`config.mk`:
```
export PLATFORM = sky130hd
export DESIGN_NAME = tmp_readout
export DESIGN_NICKNAME = d
export VERILOG_FILES = /design/src/rtl/tmp_readout.sv
export SDC_FILE = /design/constraint.sdc
export NUM_CORES = 1
export LEC_CHECK = 0
export ABC_CLOCK_PERIOD_IN_PS = 5900
export CAP_MARGIN = 10
export CELL_PAD_IN_SITES_DETAIL_PLACEMENT = 1
export CELL_PAD_IN_SITES_GLOBAL_PLACEMENT = 2
export CORE_ASPECT_RATIO = 0.75
export CORE_MARGIN = 3
export CORE_UTILIZATION = 42
export CTS_BUF_LIST = sky130_fd_sc_hd__clkbuf_16
export CTS_CLUSTER_SIZE = 28
export DETAILED_ROUTE_END_ITERATION = 10
export PLACE_DENSITY = 0.82
export SETUP_SLACK_MARGIN = 0.2
export SYNTH_ARGS = -nofsm -noshare
export SYNTH_HDL_FRONTEND = slang
export SYNTH_SLANG_ARGS = --single-unit
```
`constraint.sdc`:
```
create_clock -name clk -period 5.9 [get_ports clk]
set_input_delay 0.59 -clock clk [delete_from_list [all_inputs] [get_ports clk]]
set_output_delay 0.59 -clock clk [all_outputs]
set_load 0.01 [all_outputs]
```
`src/rtl/tmp_readout.sv`:
```
// tmp_readout: temperature-sensor readout, measures PI1 windows, tags them H/L and queues H-L results
// Ports: clk, reset (async active-low); PI1/PA/PB/PC/PD phase inputs from the sequencer;
//        clr_err clears sticky flags; res_valid/res_ready/res_data/res_sat result stream (2-deep);
//        err_seq, err_timeout sticky error flags; busy while the FSM is not idle.
module tmp_readout #(
  parameter int CNT_W   = 10,
  parameter int TIMEOUT = 1000
) (
  input  logic             clk,
  input  logic             reset,
  input  logic             PI1,
  input  logic             PA,
  input  logic             PB,
  input  logic             PC,
  input  logic             PD,
  input  logic             clr_err,
  input  logic             res_ready,
  output logic             res_valid,
  output logic [CNT_W:0]   res_data,
  output logic             res_sat,
  output logic             err_seq,
  output logic             err_timeout,
  output logic             busy
);
  typedef enum logic [2:0] {IDLE, INTEG, DRAIN, TAG, WAIT_OUT} state_t;
  localparam logic [CNT_W-1:0] TO_LAST = CNT_W'(TIMEOUT - 1);
  localparam logic [CNT_W-1:0] CNT_MAX = '1;
  state_t            state_q, state_d;
  logic [CNT_W-1:0]  cnt_q, cnt_d, win_q, win_d, cnt_h_q, cnt_h_d, cnt_l_q, cnt_l_d;
  logic              sat_q, sat_d, sat_acc_q, sat_acc_d;
  logic              got_h_q, got_h_d, got_l_q, got_l_d;
  logic              pa_q, pd_q;
  logic              err_seq_q, err_seq_d, err_to_q, err_to_d;
  logic [CNT_W+1:0]  mem_q [2];
  logic [CNT_W+1:0]  mem_d [2];
  logic              rd_q, rd_d;
  logic [1:0]        occ_q, occ_d;
  logic              pa_rise, pd_rise, abort, seq_fsm, to_evt, push, pop, full, wr, do_push, drop;
  logic [CNT_W:0]    diff;
  assign pa_rise = PA & ~pa_q;
  assign pd_rise = PD & ~pd_q;
  // an output phase anywhere before WAIT_OUT is out of order and throws the tags away
  assign abort   = pd_rise && (state_q == IDLE || state_q == INTEG || state_q == TAG);
  assign diff    = {1'b0, cnt_h_q} - {1'b0, cnt_l_q};
  always_comb begin
    state_d   = state_q;
    cnt_d     = cnt_q;
    sat_d     = sat_q;
    win_d     = win_q;
    cnt_h_d   = cnt_h_q;
    cnt_l_d   = cnt_l_q;
    got_h_d   = got_h_q;
    got_l_d   = got_l_q;
    sat_acc_d = sat_acc_q;
    seq_fsm   = 1'b0;
    to_evt    = 1'b0;
    push      = 1'b0;
    if (abort) begin
      seq_fsm   = 1'b1;
      got_h_d   = 1'b0;
      got_l_d   = 1'b0;
      sat_acc_d = 1'b0;
      cnt_d     = '0;
      state_d   = IDLE;
    end else begin
      case (state_q)
        IDLE: if (PI1) begin
          state_d = INTEG;
          cnt_d   = CNT_W'(1);
          sat_d   = 1'b0;
        end
        INTEG: if (!PI1) begin
          win_d   = cnt_q;
          cnt_d   = '0;
          state_d = TAG;
        end else if (cnt_q == TO_LAST) begin
          to_evt    = 1'b1;
          got_h_d   = 1'b0;
          got_l_d   = 1'b0;
          sat_acc_d = 1'b0;
          cnt_d     = '0;
          state_d   = DRAIN;
        end else if (cnt_q == CNT_MAX) begin
          sat_d = 1'b1;
        end else begin
          cnt_d = cnt_q + CNT_W'(1);
        end
        DRAIN: state_d = PI1 ? DRAIN : IDLE;
        TAG: if (pa_rise) begin
          if (PB ^ PC) begin
            cnt_h_d   = PB ? win_q : cnt_h_q;
            cnt_l_d   = PC ? win_q : cnt_l_q;
            got_h_d   = got_h_q | PB;
            got_l_d   = got_l_q | PC;
            sat_acc_d = sat_acc_q | sat_q;
            state_d   = ((got_h_q | PB) && (got_l_q | PC)) ? WAIT_OUT : IDLE;
          end else begin
            seq_fsm   = 1'b1;
            got_h_d   = 1'b0;
            got_l_d   = 1'b0;
            sat_acc_d = 1'b0;
            state_d   = IDLE;
          end
        end
        WAIT_OUT: if (pd_rise) begin
          push      = 1'b1;
          got_h_d   = 1'b0;
          got_l_d   = 1'b0;
          sat_acc_d = 1'b0;
          state_d   = IDLE;
        end
        default: state_d = IDLE;
      endcase
    end
  end
  assign pop     = res_valid && res_ready;
  assign full    = occ_q == 2'd2;
  // write slot is the one after the head; when full it is the head itself, freed by the same-cycle pop
  assign wr      = rd_q ^ occ_q[0];
  assign do_push = push && (!full || pop);
  assign drop    = push && full && !pop;
  always_comb begin
    mem_d[0] = mem_q[0];
    mem_d[1] = mem_q[1];
    if (do_push) mem_d[wr] = {diff, sat_acc_q};
    occ_d = occ_q + 2'(do_push) - 2'(pop);
    rd_d  = rd_q ^ pop;
  end
  assign err_seq_d = (err_seq_q & ~clr_err) | seq_fsm | drop;
  assign err_to_d  = (err_to_q & ~clr_err) | to_evt;
  always_ff @(posedge clk or negedge reset) begin
    if (!reset) begin
      state_q   <= IDLE;
      cnt_q     <= '0;
      win_q     <= '0;
      cnt_h_q   <= '0;
      cnt_l_q   <= '0;
      sat_q     <= 1'b0;
      sat_acc_q <= 1'b0;
      got_h_q   <= 1'b0;
      got_l_q   <= 1'b0;
      pa_q      <= 1'b0;
      pd_q      <= 1'b0;
      err_seq_q <= 1'b0;
      err_to_q  <= 1'b0;
      mem_q[0]  <= '0;
      mem_q[1]  <= '0;
      rd_q      <= 1'b0;
      occ_q     <= '0;
    end else begin
      state_q   <= state_d;
      cnt_q     <= cnt_d;
      win_q     <= win_d;
      cnt_h_q   <= cnt_h_d;
      cnt_l_q   <= cnt_l_d;
      sat_q     <= sat_d;
      sat_acc_q <= sat_acc_d;
      got_h_q   <= got_h_d;
      got_l_q   <= got_l_d;
      pa_q      <= PA;
      pd_q      <= PD;
      err_seq_q <= err_seq_d;
      err_to_q  <= err_to_d;
      mem_q[0]  <= mem_d[0];
      mem_q[1]  <= mem_d[1];
      rd_q      <= rd_d;
      occ_q     <= occ_d;
    end
  end
  assign res_valid           = occ_q != 2'd0;
  assign {res_data, res_sat} = mem_q[rd_q];
  assign err_seq             = err_seq_q;
  assign err_timeout         = err_to_q;
  assign busy                = state_q != IDLE;
endmodule

```
==> flow_metrics.env <==
export IMPL_post_route_cells_drive_above_1_share=0.165
export IMPL_placed_cells=518
export IMPL_p_seq_frac=0.415
export IMPL_holdCritPathClass="input port to async pin"
export IMPL_final_setup_tns_ns=0
export IMPL_drc_errors=0
export IMPL_syn_num_nets=404
export IMPL_slew_violations=0
export IMPL_grt_max_degree=79
export IMPL_die_height_um=90.5
export IMPL_ff_latch_area_mm2=0.00195
export IMPL_cts_max_level=3
export IMPL_dp_hpwl_um=6300
export IMPL_initial_core_util=0.436
export IMPL_grt_pass1_vias=3095
export IMPL_fin_area_mm2=0.00459
export IMPL_fin_skew_ns=0.00832
export IMPL_postSynthCellCount=381
export IMPL_period_minus_slack_ns=2.73
export IMPL_cts_made_buffers=9
export IMPL_route_vias_total=2891
export IMPL_place_port_buffers=24
export IMPL_syn_area_per_cell_um2=10.5
export IMPL_syn_cell_area_mm2=0.00400
export IMPL_dieWidth_um=119
export IMPL_synth_top_area_share=0.488
export IMPL_worst_pin_slew_ns=0.995
export IMPL_cts_tree="done"
export IMPL_synth_edf_count=0
export IMPL_p_int_w=0.00111
export IMPL_p_per_area_mw_per_mm2=361
export IMPL_grt_pass1_wl_um=16100
export IMPL_ys_warn_count=0
export IMPL_grt_most_used_layer="met2"
export IMPL_fin_util=0.501
export IMPL_status="complete, no violations"
export IMPL_swShare=0.328
export IMPL_rsz0062_at_grt="false"
export IMPL_p_sw_w=0.000543
export IMPL_gr_total_overflow=0
export IMPL_path_clk_slew_ns=0.06
export IMPL_clock_tree_root_cell="clkbuf_16"
export IMPL_cellLeakagePower_nw=2.08
export IMPL_fill_cells=1039
export IMPL_crit_fanout=8
export IMPL_wl_um=8930
export IMPL_drt_vias_per_instance=5.42
export IMPL_yosysSeqAreaShare=0.488
export IMPL_yosysUniqueCellTypes=51
export IMPL_area_growth_pct=14.8
export IMPL_post_cts_resized=0
export IMPL_hold_ws_ns=0.409
export IMPL_synth_top_area_cell="dfrtp_1"
export IMPL_dieArea_mm2=0.0107
export IMPL_synth_most_common_cell="dfrtp_1"
export IMPL_place_area_mm2=0.00433
export IMPL_ctsLongestPathBuffers=2
export IMPL_io_pins=25
export IMPL_setup_viol_count_final=0
export IMPL_stdcell_count=533
export IMPL_dr_pass1_iters=5
export IMPL_crit_required_ns=6.14
export IMPL_drt_iter0_markers=136
export IMPL_max_slew_margin=0.337
export IMPL_grt_usage=0.186
export IMPL_async_reset_ff_frac=1.00
export IMPL_ir_worst_vdd_mv=0.164
export IMPL_row_count=30
export IMPL_ys_top_cells_by_area="dfrtp_1 (49%), mux2_2 (13%), ha_1 (4.1%)"
export IMPL_ant_nets=0
export IMPL_grt_use_met1=0.264
export IMPL_clk_latency_ns=0.34
export IMPL_max_freq_mhz=366
export IMPL_cts_hold_buf=0
export IMPL_ys_flop_type="dfrtp_1"
export IMPL_antenna_found_initial=0
export IMPL_routedWlPerCell_um=16.8
export IMPL_post_route_period_util=0.463
export IMPL_cp_start_kind="input port"
export IMPL_critical_path_class="input port to flip-flop"
export IMPL_grt_met2_usage=0.277
export IMPL_cts_sinks=78
export IMPL_num_antenna_cells=0
export IMPL_comb_power_share=0.297
export IMPL_hold_viol_final=0
export IMPL_worstPathArrival_ns=2.97
export IMPL_max_cap_violations=0
export IMPL_cp_end_kind="flip-flop"
export IMPL_core_area_mm2=0.00916
export IMPL_fin_nets=425
export IMPL_synth_top_cells_by_count="dfrtp_1 (78), mux2_2 (46), o21ai_0 (31)"
export IMPL_cts_setup_buffers=0
export IMPL_clkPwrFrac=0.288
export IMPL_grtUsageMet3=0.0513
export IMPL_gp_congestion=0.828
export IMPL_ys_ff_latch=78
export IMPL_multiInputGateArea_mm2=0.00190
metrics by stage:
stage                     total power (W)  worst slack [ns]
after CTS                         0.00168              3.12
after floorplan                   0.00102              3.86
after detailed placement          0.00119              2.76
final                             0.00166              3.17
after global routing              0.00178              2.80
after global placement            0.00117              2.87
critical path, cell delays in order:
cell	delay, ns
clkdlybuf4s50_1	0.50
nor2b_1	0.50
a21oi_1	0.19
nor3_1	0.69
o21ai_1	0.23
o31ai_1	0.27
worst paths after layout:
kind	from	endpoint	slack [ns]	depth (start not counted)
min	reset	pd_q	0.41	1
max reg2reg	cnt_h_q[0]	mem_q[21]	3.38	9
min in group clk	got_l_q	got_l_q	0.48	1
min reg2reg	got_l_q	got_l_q	0.48	1
max in group asynchronous	reset	cnt_l_q[1]	4.84	1
max	PD	cnt_q[0]	3.17	6
flip-flops by register name (all words and copies together), names as in the netlist, 2 cells and up:
| register | flops |
|---|---|
| cnt_q | 10 |
| occ_q | 2 |
| mem_q | 24 |
| cnt_h_q | 10 |
| state_q | 3 |
| cnt_l_q | 10 |
| win_q | 10 |
cell usage in the layout, fill, tap and decap left out, types with 4 or more instances in the layout:
master           instances
nor2_1                  20
ha_1                    13
or3_1                    4
nor3_1                  11
nand2b_1                14
xnor2_1                  8
clkdlybuf4s50_1         23
o21ai_0                 31
mux2_2                  46
nand3_1                  9
clkbuf_16                9
nand2_1                 30
a21oi_1                 21
inv_1                   22
dfrtp_1                 78
a31oi_1                  6
nor2b_1                  6
metal layers:
layer	wire (µm)	vias to the layer above
met5	0	-
met4	87	0
met3	255	6
met2	4070	38
met1	4520	1450
li1	-	1397
power by group through the flow:
stage | clock (W) | combinational [W] | sequential [W]
2_1_floorplan | 0 | 0.000371 | 0.000653
3_3_place_gp | 0 | 0.000479 | 0.000693
3_5_place_dp | 0 | 0.000493 | 0.000696
4_1_cts | 0.000494 | 0.000497 | 0.000688
5_1_grt | 0.000522 | 0.000558 | 0.000702
6_report | 0.000478 | 0.000492 | 0.000687
area by class of cell:
cell class	instances	share of cell area
Tap cell	128	0.0349
Sequential cell	78	0.426
Inverter	20	0.0164
Multi-Input combinational cell	268	0.415
Timing Repair Buffer	25	0.0543
Clock inverter	5	0.00464
Clock buffer	9	0.0491
kinds of logic after synthesis:
| kind of cell | synth area share |
|---|---|
| compound gates | 0.136 |
| xor+xnor | 0.0197 |
| fa+ha+maj | 0.0457 |
| buf+inv | 0.0363 |
| flops | 0.488 |
| mux | 0.130 |
| simple gates | 0.144 |
No activity file was read; power rests on OpenSTA's default activity.
==> variant 1, RTL diff (config.mk and constraints unchanged) <==
`CNT_W`: 10 -> 11.
--- a/src/rtl/tmp_readout.sv
+++ b/src/rtl/tmp_readout.sv
@@ -3,7 +3,7 @@
 //        clr_err clears sticky flags; res_valid/res_ready/res_data/res_sat result stream (2-deep);
 //        err_seq, err_timeout sticky error flags; busy while the FSM is not idle.
 module tmp_readout #(
-  parameter int CNT_W   = 10,
+  parameter int CNT_W   = 11,
   parameter int TIMEOUT = 1000
 ) (
   input  logic             clk,
Ports: changed (resized res_data); port bits go from 25 to 26. The function was not compared with the original's and may differ.
==> variant 1 against the original RTL <==
Register-to-register slack worse by 0.25 ns. Synthesized area rose by 9.8%. Non-clock buffer count is 4 higher. Worst hold slack worse by 0.18 ns. Worst setup slack worse by 0.038 ns. Final area up 9.5%. Power increased by 6.2%. Synthesized cell count rose by 8.1%. Clock power is 12% higher. Core utilization grew 0.50 points. Largest power group unchanged. Routed wire length is 15% higher. Sequential cell count grew 6. Largest cell class is now multi-input combinational cells.
==> variant 1: results (changes against the original RTL) <==
metric	value	unit	change
xor-xnor portion of the synthesized cell area	0.0240		+0.00423
CP endpoint	mem_q[9]		
IO Port Bufs	25		+4.2%
WS Path Type	reg -> reg		
Sw Ratio	0.335		+0.00688
First-pass DRT Iterations	4		-1
WL met3	294	um	+15%
Largest register FFs	26		+8.3%
Static Leakage	2.39	nW	+15%
status	completed		
Synth Area in Adders	0.0445		-0.00123
Startpoint Class	flop		
share of cells above drive strength 1	0.166		about the same
GRT Overall Usage	0.189		+0.00343
post-synthesis mux area share	0.115		-0.0141
DR WL/cell	17.9	um	+6.6%
total number of vias	3250		+12%
post-synthesis compound-gate area fraction	0.135		-0.00160
Clock Skew	0.00604	ns	-0.00229 ns
most area-consuming cells after synthesis	dfrtp_1 48%, mux2_2 12%, nand2_1 5.5%		
gpl congestion	0.820		-0.92%
crit path DAT	2.99	ns	+0.02 ns
worst r2r dst	mem_q[9]		
fin crit share	0.469		+0.00637
peak supply drop	0.160	mV	-2.3%
[variant 1: changes by cell type after synthesis, sizes merged, moves of 5 or more]
cell,before,now
clkbuf,9,4
nor2,20,9
a21oi,21,11
nand2,30,64
a21o,2,7
dfrtp,78,84
o21ai,33,28
nand2b,14,8
nor3,14,6
nand4,3,8
[variant 1: critical path, stage by stage (launching register included)]
cell and delay [ns]:
dfrtp_1 0.37, inv_1 0.07, ha_1 0.19, inv_1 0.07
fa_1 0.41, a21o_1 0.20, a221oi_1 0.64, o21ai_0 0.24
xor2_1 0.20, mux2_2 0.27
[variant 1: final cells by class]
| cell class | count | area (um^2) | share of cell area |
|---|---|---|---|
| multi-input combinational | 290 | 2120 | 0.421 |
| sequential | 84 | 2100 | 0.419 |
| timing repair buffer | 29 | 278 | 0.0553 |
| clock buffer | 9 | 225 | 0.0448 |
| tap | 132 | 165 | 0.0329 |
| inverter | 24 | 90.1 | 0.0179 |
| clock inverter | 5 | 46.3 | 0.00922 |
[variant 1: cells by family (layout without fill, tap and decap cells)]
group / Yosys count / in the layout
AOI/OAI and AO/OA: 89 / 89
xor gates and xnor gates: 12 / 12
adders and majority gates: 15 / 15
buffers and inverters: 38 / 67
DFF: 84 / 84
muxes: 45 / 45
and+or+nand+nor: 129 / 129
[variant 1: worst min path at each step]
stage	to	slack (ns)	cells past startpoint
floorplan	cnt_h_q[0]	0.29	0
global placement	mem_q[0]	0.46	2
detailed placement	mem_q[18]	0.46	2
CTS	state_q[0]	0.25	1
global route	state_q[0]	0.26	1
finish	state_q[0]	0.23	1
[variant 1: per-layer routing]
layer,up-vias,track usage
met5,-,0
met4,0,0.0510
met3,16,0.0449
met2,56,0.296
met1,1643,0.264
li1,1535,-
[variant 1: metrics by stage]
step | cell area, um^2 | power, W | utilization
after floorplan | 4390 | 0.00108 | -
final | 5020 | 0.00176 | 0.506
after global routing | 5020 | 0.00187 | 0.506
after CTS | 5020 | 0.00178 | 0.506
after detailed placement | 4750 | 0.00124 | 0.478
after global placement | 4750 | 0.00122 | 0.478
[variant 1: power groups by stage]
stage / combinational [W] / sequential (W) / clock [W]
3_5_place_dp: 0.000495 / 0.000741 / 0
5_1_grt: 0.000554 / 0.000743 / 0.000578
3_3_place_gp: 0.000480 / 0.000736 / 0
4_1_cts: 0.000502 / 0.000731 / 0.000550
6_report: 0.000497 / 0.000730 / 0.000533
2_1_floorplan: 0.000394 / 0.000689 / 0
==> variant 2, RTL diff (same settings) <==
Without the edit above. Reset style: synchronous (`reset`), changed in one clocked block. Comments in the files are not updated.
--- a/src/rtl/tmp_readout.sv
+++ b/src/rtl/tmp_readout.sv
@@ -128,7 +128,7 @@
   end
   assign err_seq_d = (err_seq_q & ~clr_err) | seq_fsm | drop;
   assign err_to_d  = (err_to_q & ~clr_err) | to_evt;
-  always_ff @(posedge clk or negedge reset) begin
+  always_ff @(posedge clk) begin
     if (!reset) begin
       state_q   <= IDLE;
       cnt_q     <= '0;
Formal check against the unedited RTL: differs if reset is asserted again (counterexample within 4 cycles, from zero or initial values and one cycle with reset low); with reset held inactive, the same outputs for 10 cycles.
==> variant 2 against the original RTL <==
Via count is 18% higher. Cell count grew 15%. Critical path type unchanged. Final area up 4.3%. Count of clock-buffer cells in the layout unchanged. Synthesized area up 4.2%. Sequential cell count is 1 higher. Routed wire length up 16%. Synthesized cell count up 22%. Worst setup slack gained 0.054 ns. Worst hold slack improved by 0.044 ns.
Power is not compared: it rests on default switching activity, and its combinational part moved more than twofold at a synthesized area within 25%.
==> variant 2: results (changes against the original RTL) <==
metric	value	unit	change
status	completed		
Clock Latency Late Sink	0.33	ns	
pre-CTS setup slack	2.88	ns	+0.123 ns
gpl congestion	0.810		-2.2%
slowest CP cell	nor3_1		
DR WL/cell	17.0	um	+1.2%
First-pass DRT Iterations	4		-1
1st-iter DRT viols	141		+3.7%
Final #Nets	503		+18%
Netlist cell types	52		+2.0%
most frequent cells after synthesis	79 x dfxtp_1, 43 x nor2b_1, 35 x nand2_1, 31 x mux2i_1, 22 x nor2_1		
WL met3	395	um	+55%
antenna violations before repair	0		unchanged
async set or reset register ratio after synthesis	0		-1.00
Top Metal Used	met4		
CTS max path bufs	2		unchanged
DR WL met2	4420	um	+8.5%
Metal-1 WL	5460	um	+21%
Mapped Nets	488		+21%
fin crit share	0.454		-0.00919
vias in the first global route	3444		+11%
cell total after placement	597		+15%
first-pass GRT wire length	17400	um	+8.2%
type of the tightest min-delay check	reg -> reg		
worst r2r dst	cnt_h_q[9]		
R2R Setup Slk	3.43	ns	+0.05 ns
met3 Use GR	0.0506		-0.000791
R2R depth	5		-4
cell taking the most area after synthesis	dfxtp_1		
grt met2 use	0.286		+0.00911
Peak Freq	0.374	GHz	+2.0%
Avg Inst Size Synth	8.95	um^2	-15%
met1 Use GR	0.279		+0.0156
Min Hold Slack	0.453	ns	+0.0442 ns
reg2reg start	state_q[1]		
CP endpoint	cnt_q[4]		
max incr delay on CP	0.76	ns	+0.07 ns
area post-placement	0.00450	mm^2	+3.9%
DR vias/cell	5.58		+2.9%
Worst-Margin Slew	1.09	ns	+0.0932 ns
critical path peak fanout	9		+1
final non-filler cell total	613		+15%
Post-DP HPWL	7520	um	+19%
most area-consuming cells after synthesis	dfxtp_1 38%, mux2i_1 7.5%, nor2b_1 6.5%		
crit path DAT	2.89	ns	-0.08 ns
Overall Power	0.00122	W	
clock root buffer	clkbuf_16		
GRT Overall Usage	0.194		+0.00860
largest net degree at the start of global routing	71		-10%
Clock Skew	0.00634	ns	-0.00199 ns
post-synthesis sequential area ratio	0.380		-0.108
share of cells above drive strength 1	0.0887		-0.0768
variant 2: cell types whose count changed after synthesis, moves of 16 or more:
cell | before | now
dfxtp_1 | 0 | 79
nor2b_1 | 6 | 43
dfrtp_1 | 78 | 0
o21ai_0 | 31 | 15
mux2i_1 | 0 | 31
mux2_2 | 46 | 12
variant 2: logic make-up (layout without fill, tap and decap cells):
| kind of cell | after synthesis | in the layout | synth area share |
|---|---|---|---|
| adders and majority gates | 14 | 14 | 0.0439 |
| DFF | 79 | 79 | 0.380 |
| and+or+nand+nor | 189 | 189 | 0.253 |
| buffers and inverters | 37 | 57 | 0.0358 |
| muxes | 43 | 43 | 0.107 |
| AOI/OAI and AO/OA | 91 | 91 | 0.155 |
| xor gates and xnor gates | 12 | 12 | 0.0252 |
variant 2: layout make-up:
type,instances,area (um^2)
fillers,1061,4560
multi-input cells,349,2450
flip-flops and latches,79,1580
repair buffers,26,250
clock buffers,9,225
well taps,128,160
clock inverters,7,63.8
inverters,15,56.3
